$ cat src/rtl/int_div_seq.sv
// Iterative radix-2 restoring divider for RV32M DIV/DIVU/REM/REMU.
// Optional `INT_DIV_EARLY_OUT_EN: divide-by-zero, signed overflow and divisor>dividend skip CALC.
module int_div_seq #(
  parameter int WIDTH = 32
) (
  input  logic             clk,
  input  logic             reset,
  input  logic             start,
  input  logic             kill,
  input  logic [1:0]       op,
  input  logic [WIDTH-1:0] dividend,
  input  logic [WIDTH-1:0] divisor,
  output logic             busy,
  output logic             valid,
  output logic [WIDTH-1:0] result,
  output logic [1:0]       state_dbg
);

  // Handshake: a request is accepted on a rising edge where start=1, kill=0 and busy=0;
  // the answer appears on result with a one-cycle valid pulse, and busy falls with it.
  localparam logic [1:0] S_IDLE = 2'd0;
  localparam logic [1:0] S_CALC = 2'd1;
  localparam logic [1:0] S_FIX  = 2'd2;
  localparam logic [1:0] S_DONE = 2'd3;

  localparam int CW = (WIDTH > 1) ? $clog2(WIDTH) : 1;
  localparam logic [CW-1:0]    CNT_LOAD = CW'(WIDTH - 1);
  localparam logic [WIDTH-1:0] MIN_NEG  = {1'b1, {(WIDTH-1){1'b0}}};

  logic [1:0]       state, state_nxt;
  logic [CW-1:0]    cnt;
  logic [WIDTH:0]   rem;
  logic [WIDTH-1:0] quo;
  logic [WIDTH-1:0] dvs_mag;
  logic [WIDTH-1:0] dvd_raw;
  logic             is_rem, neg_q, neg_r, div_zero, ovf;

  logic             accept;
  logic             in_signed, in_div_zero, in_ovf, in_early;
  logic [WIDTH-1:0] in_dvd_mag, in_dvs_mag;
  logic [WIDTH:0]   rem_sh, trial;
  logic [WIDTH-1:0] quo_s, rem_s, fix_val;

  assign accept      = (state == S_IDLE) && start && !kill;
  assign in_signed   = ~op[0];
  assign in_dvd_mag  = (in_signed && dividend[WIDTH-1]) ? -dividend : dividend;
  assign in_dvs_mag  = (in_signed && divisor[WIDTH-1])  ? -divisor  : divisor;
  assign in_div_zero = (divisor == '0);
  assign in_ovf      = in_signed && (dividend == MIN_NEG) && (divisor == '1);

`ifdef INT_DIV_EARLY_OUT_EN
  assign in_early = in_div_zero || in_ovf || (in_dvs_mag > in_dvd_mag);
`else
  assign in_early = 1'b0;
`endif

  assign rem_sh = {rem[WIDTH-1:0], quo[WIDTH-1]};
  assign trial  = rem_sh - {1'b0, dvs_mag};

  assign quo_s = neg_q ? -quo : quo;
  assign rem_s = neg_r ? -rem[WIDTH-1:0] : rem[WIDTH-1:0];

  // RISC-V defines results for x/0 and MIN/-1 instead of trapping.
  always_comb begin
    fix_val = is_rem ? rem_s : quo_s;
    if (div_zero)
      fix_val = is_rem ? dvd_raw : '1;
    else if (ovf)
      fix_val = is_rem ? '0 : dvd_raw;
  end

  always_comb begin
    state_nxt = state;
    case (state)
      S_IDLE:  if (accept) state_nxt = in_early ? S_FIX : S_CALC;
      S_CALC:  if (cnt == '0) state_nxt = S_FIX;
      S_FIX:   state_nxt = S_DONE;
      S_DONE:  state_nxt = S_IDLE;
      default: state_nxt = S_IDLE;
    endcase
    if (kill) state_nxt = S_IDLE;
  end

  always_ff @(posedge clk or posedge reset) begin
    if (reset) state <= S_IDLE;
    else       state <= state_nxt;
  end

  always_ff @(posedge clk or posedge reset) begin
    if (reset) begin
      cnt      <= '0;
      rem      <= '0;
      quo      <= '0;
      dvs_mag  <= '0;
      dvd_raw  <= '0;
      is_rem   <= 1'b0;
      neg_q    <= 1'b0;
      neg_r    <= 1'b0;
      div_zero <= 1'b0;
      ovf      <= 1'b0;
      result   <= '0;
    end else begin
      if (accept) begin
        is_rem   <= op[1];
        neg_q    <= in_signed && (dividend[WIDTH-1] ^ divisor[WIDTH-1]);
        neg_r    <= in_signed && dividend[WIDTH-1];
        div_zero <= in_div_zero;
        ovf      <= in_ovf;
        dvd_raw  <= dividend;
        dvs_mag  <= in_dvs_mag;
        cnt      <= CNT_LOAD;
        // Early-out preloads the final quotient/remainder magnitudes.
        if (in_early) begin
          quo <= '0;
          rem <= {1'b0, in_dvd_mag};
        end else begin
          quo <= in_dvd_mag;
          rem <= '0;
        end
      end else if (state == S_CALC) begin
        if (!trial[WIDTH]) begin
          rem <= trial;
          quo <= {quo[WIDTH-2:0], 1'b1};
        end else begin
          rem <= rem_sh;
          quo <= {quo[WIDTH-2:0], 1'b0};
        end
        if (cnt != '0) cnt <= cnt - 1'b1;
      end else if (state == S_FIX && !kill) begin
        result <= fix_val;
      end
    end
  end

  assign busy      = (state != S_IDLE);
  assign valid     = (state == S_DONE);
  assign state_dbg = state;

endmodule

$ cat config.mk
export PLATFORM = sky130hd
export DESIGN_NAME = int_div_seq
export DESIGN_NICKNAME = d
export VERILOG_FILES = /design/src/rtl/int_div_seq.sv
export SDC_FILE = /design/constraint.sdc
export NUM_CORES = 1
export LEC_CHECK = 0
export ABC_AREA = 1
export BUFFER_PORTS_ARGS = -buffer_cell sky130_fd_sc_hd__buf_4
export CAP_MARGIN = 40
export CORE_MARGIN = 3
export CORE_UTILIZATION = 50
export CTS_BUF_LIST = sky130_fd_sc_hd__clkbuf_8
export CTS_CLUSTER_DIAMETER = 120
export DETAILED_ROUTE_END_ITERATION = 12
export GPL_ROUTABILITY_DRIVEN = 0
export PLACE_DENSITY_LB_ADDON = 0.12
export SYNTH_ARGS = -nofsm -noshare
export SYNTH_HDL_FRONTEND = slang
export SYNTH_SLANG_ARGS = --single-unit
$ cat constraint.sdc
create_clock -name clk -period 11.4 [get_ports clk]
set_input_delay 3.42 -clock clk [delete_from_list [all_inputs] [get_ports clk]]
set_output_delay 3.42 -clock clk [all_outputs]
set_load 0.01 [all_outputs]
Yosys cells after proc, flatten, opt, wreduce, memory -nomap -nowiden
Cells that the tools add are included.
W data, S select, Z words.
{ "word_totals": {"ff_bits": 172, "word_cells": 70, "out_inout_bits": 36} }
{ "classes": {"n_reduce_logical": 19, "n_mux": 22, "eq_ne": 7, "add_sub_neg": 6, "bitwise": 4} }
{ "op_table": {"columns": ["cell", "count"], "rows": [
  ["$mux W32", 14],
  ["$neg A32 Y32", 4],
  ["$eq A32 B32 Y1 const B", 2],
  ["$sub A33 B32 Y33", 1],
  ["$logic_not A32 Y1", 1],
  ["$mux W5", 3],
  ["$logic_and A1 B1 Y1", 8],
  ["$pmux W2 S4", 1],
  ["$mux W2", 3],
  ["$ne A3 B3 Y1 const B", 2],
  ["$reduce_bool A2 Y1", 3],
  ["$logic_not A5 Y1", 1],
  ["$reduce_bool A5 Y1", 1],
  ["$sub A5 B1 Y5 const B", 1],
  ["$eq A2 B2 Y1 const B", 2],
  ["$reduce_and A2 Y1", 2],
  ["$not A1 Y1", 3],
  ["$reduce_and A3 Y1", 1],
  ["$eq A2 B1 Y1 const B", 1],
  ["$logic_not A2 Y1", 1],
  ["$logic_not A1 Y1", 1],
  ["$mux W1", 1],
  ["$xor A1 B1 Y1", 1]
]} }

Depth between registers and ports, before layout
{ "depth": {"depth_word": 6, "depth_mapped": 18, "depth_no_buf": 17} }

Worst setup path before layout
Ideal clock, no wire load.
{ "synth_path": {"path_type": "input to register", "from": "input dividend[1]", "to": "register quo[28]", "slack_ns": 6.573, "setup_time_ns": 0.117, "cell_stages": 11, "required_time_ns": 11.283, "t_arrival_ns": 4.710, "cell_sequence": "inv_1 -> ha_1 -> nand3_1 -> nor3_4 -> nand4_1 -> nor2_2 -> nand2_1 -> a21oi_1 -> nand2_1 -> nand2_1 -> nand2_1"} }
{ "synth_between": {"elab_chain_len": 3} }
{ "synth_rtl": {"columns": ["item", "line", "text"], "rows": [
  ["start, declared", "11", "input logic [WIDTH-1:0] dividend,"],
  ["$neg A32 Y32", "46", "assign in_dvd_mag = (in_signed && dividend[WIDTH-1]) ? -dividend : dividend;"],
  ["$mux W32", "46", null],
  ["$mux W32", "103", "if (accept) begin"],
  ["end signal, assigned", "117", "quo <= in_dvd_mag;"],
  ["end signal, assigned", "123", "quo <= {quo[WIDTH-2:0], 1'b1};"],
  ["end signal, assigned", "126", "quo <= {quo[WIDTH-2:0], 1'b0};"],
  ["end, declared", "33", "logic [WIDTH-1:0] quo;"]
]} }
No other way between the ends.
A chain may end at the register's enable or synchronous reset.

Worst setup path in the final report
{ "layout_path": {"from": "input kill", "to": "register quo[9]"} }
{ "layout_between": {"elab_chain_len": 3, "word_cells_on_any_way": 4} }
{ "layout_rtl": {"columns": ["item", "line", "text"], "rows": [
  ["start, declared", "9", "input logic kill,"],
  ["$logic_not A1 Y1 (*)", "44", "assign accept = (state == S_IDLE) && start && !kill;"],
  ["$logic_and A1 B1 Y1 (*)", "44", null],
  ["$mux W32 / $reduce_bool A2 Y1 (equally long branches)", null, null]
]} }
Every way passes the cells marked *; elsewhere a longest branch is shown, timed or not.

==> summary.txt <==
Power and ir drop
  – Int Power: 1.766 mW
  – Switching pwr: 2.015 mW
  – Clock power frac: 11.7%
  – Combinational share of power: 61.4%
  – PD cells: 236.3 nW/um^2
  – P_leak: 8.711 nW
  – Worst vdd ir: 0.1607 mV
  – Switching Share: 53.30%
  – Power share of the sequential group: 26.9%
  – Final Power: 3.781 mW

Clocking
  – Clock Latency Late Sink: 0.49 ns
  – H-Tree Depth: 4
  – Total CTS buffers: 17
  – CTS Sinks: 172
  – Post-CTS setup buffers: 0
  – Max Root-Sink Buffers: 2
  – Root buffer cell: clkbuf_8
  – Post-CTS sizing: 0
  – Clock-pin slew on the worst setup and hold paths: 0.11 ns
  – CTS tree: built
  – Hold-fix buffers, CTS: 0

Synthesis
  – Syn Inst Count: 2406
  – Share of flip-flops with an asynchronous set or reset: 100.0%
  – EDFF count, synth: 0
  – Post-synth top area share: 29.76%
  – Warnings, synthesis: 0
  – Most frequent cells after synthesis: nand2_1 (831), inv_1 (354), nand3_1 (240)
  – Post-synthesis sequential area ratio: 29.76%
  – Post-synthesis average cell area: 6.011 sq um
  – Cell taking the most area after synthesis: dfrtp_1
  – Main area contributors after synthesis: dfrtp_1 (30%), nand2_1 (22%), inv_1 (9.2%)
  – Netlist Area Pre-Place: 14460 sq um
  – Yosys cell types: 48
  – Post-synth top flop: dfrtp_1
  – Syn nets: 2521
  – Count leader, synth: nand2_1
  – Flops & latches, synth: 172

Worst setup path
  – CP Class: in2reg
  – Kind of start point of the critical path: input port
  – Max incr delay on CP: 0.59 ns
  – CP endpoint kind: flip-flop
  – Crit-path slowest cell: buf_4
  – Cell Chain, Critical Path: buf_4, nor3_4, buf_4, nand2_1, inv_1, nand3_1, o21ai_0, o21ai_0, o21ai_0
  – CP most frequent cell: o21ai_0
  – WP data required: 11.81 ns
  – Worst-path maximum fanout: 69
  – CP Data Arrival Time: 5.85 ns

Timing
  – Worst Max-Slew Pin Slew: 0.8576 ns
  – Tcrit/Tclk final: 47.70%
  – Final Hold Vio Count: 0
  – RSZ-0062 raised after global routing: no
  – Slew margin rel.: 42.83%
  – Final setup viols: 0
  – Max Clock Skew: 0.03758 ns
  – Setup_tns: 0 ns
  – Slew Limit Fails: 0
  – Minimum clock period: 5.438 ns
  – Highest Clock Rate: 183.9 MHz

Floorplan
  – Initial Util: 51.35%
  – Core ar.: 28160 sq um
  – Die Area: 31000 sq um
  – Die Ht: 176.1 um
  – Die X: 176.1 um
  – Core Rows: 61
  – I/O pins: 106

Layout
  – Fraction of layout cells with a size suffix above 1: 8.027%
  – Antenna Cells: 0
  – Layout area overhead: 10.61%
  – Nets: 2582

Placed design
  – DP HPWL: 36140 um
  – Port Buf Inserts: 105

Drt
  – Initial drt markers: 1598
  – Via/cell ratio: 5.491
  – Routed WL: 46390 um
  – Remaining DRCs: 0
  – Wirelength per Cell: 16.24 um
  – Post-route ant nets: 0
  – Via Count: 15690
  – Drt first pass iters: 5

Min path
  – HP Class: reg2reg

GRT
  – GRT Util Overall: 29.79%
  – Gr ovfl total: 0
  – First-pass GRT wire length: 74510 um
  – Vias in the first global route: 14360
  – Largest net degree at the start of global routing: 70
  – Initial antenna violation count: 0

Run
  – Max Cap Viol: 0

Outcome
  – Outcome: complete, no violations
==> worst paths after layout <==
kind	start	endpoint	slack, ns	depth (start not counted)
worst min-delay path	result[10]$_DFFE_PP0P_	result[10]$_DFFE_PP0P_	0.49	2
min in group asynchronous	reset	dvd_raw[0]$_DFFE_PP0P_	2.90	2
worst max register to register	state_dbg[0]$_DFFE_PP0P_	quo[9]$_DFFE_PP0N_	8.22	11
worst min register to register	result[10]$_DFFE_PP0P_	result[10]$_DFFE_PP0P_	0.49	2
max in group asynchronous	reset	dvd_raw[31]$_DFFE_PP0P_	7.08	4
worst max-delay path	kill	quo[9]$_DFFE_PP0N_	5.96	9
==> critical path, delay by kind of cell <==
family          cells  cell delay, ns
buf+inv             3            1.24
simple gates        3            0.82
compound gates      3            0.35
==> state kept, by name (all words and copies together) (netlist names) <==
signal and flops:
result 32, ovf 1, div_zero 1, cnt 5, neg_r 1, dvd_raw 32, neg_q 1, state_dbg 2
is_rem 1, rem 32, quo 32, dvs_mag 32
==> cell type report <==
cell class | instances | area, sq um
Timing Repair Buffer | 123 | 1011
Fill cell | 2869 | 12170
Clock inverter | 14 | 152.6
Inverter | 357 | 1345
Tap cell | 378 | 473.0
Multi-Input combinational cell | 1796 | 8478
Sequential cell | 172 | 4304
Clock buffer | 17 | 234.0
==> layer usage <==
metal	GRT usage, %	part of all wire, %
met5	0	0
met4	9.007	2.4
met3	3.075	6.6
met2	47.00	45
met1	43.28	46
==> cell families after synthesis <==
logic type	count (synthesis)	synth area share (%)
AOI/OAI and AO/OA	333	12.67
xor gates and xnor gates	29	1.756
adders and majority gates	45	3.945
buffers and inverters	438	11.78
DFF	172	29.76
and+or+nand+nor	1389	40.09
==> power by group through the flow <==
| stage | Clock [mW] | Sequential, mW | Combinational (mW) |
|---|---|---|---|
| 2_1_floorplan | 0 | 0.997 | 1.59 |
| 3_3_place_gp | 0 | 1.02 | 2.22 |
| 3_5_place_dp | 0 | 1.03 | 2.28 |
| 4_1_cts | 0.446 | 1.01 | 2.29 |
| 5_1_grt | 0.469 | 1.04 | 2.61 |
| 6_report | 0.441 | 1.02 | 2.32 |
==> through the flow <==
step | util, % | cells | cell area (sq um) | worst slack (ns) | hold WS (ns)
after floorplan | - | 2406 | 14460 | 3.320 | 0.4530
after global placement | 54.99 | 2821 | 15490 | 5.613 | 0.4657
after detailed placement | 55.43 | 2826 | 15610 | 5.531 | 0.4677
after CTS | 56.80 | 2857 | 16000 | 6.054 | 0.4957
after global routing | 56.80 | 2857 | 16000 | 5.772 | 0.5074
final | 56.80 | 2857 | 16000 | 5.962 | 0.4923
==> placed cells by master, fill, tap and decap left out, types with 3 or more instances in the layout <==
master / netlist / routed
o22ai_1: 10 / 10
dfrtp_1: 172 / 172
inv_1: 354 / 352
ha_1: 44 / 44
nand2_1: 831 / 831
clkbuf_8: 0 / 17
nand3_1: 240 / 239
a31oi_1: 4 / 4
buf_16: 0 / 4
buf_4: 0 / 118
a32oi_1: 3 / 3
xor2_1: 14 / 14
nor2_1: 213 / 210
nor2_4: 2 / 3
inv_6: 0 / 3
clkinv_4: 0 / 3
nand2_2: 8 / 8
o221ai_1: 5 / 5
o211ai_1: 16 / 16
a22oi_1: 4 / 4
o21bai_1: 11 / 11
inv_8: 0 / 4
nand4_1: 28 / 28
a21oi_1: 88 / 88
nor2_2: 9 / 11
nor3_1: 25 / 25
o21ai_0: 178 / 178
inv_2: 2 / 3
and2_1: 5 / 5
xnor2_1: 15 / 15
or2_2: 9 / 9
nand3b_1: 9 / 9
clkinv_8: 0 / 3
Note: power is estimated with default switching activity, not from simulation.
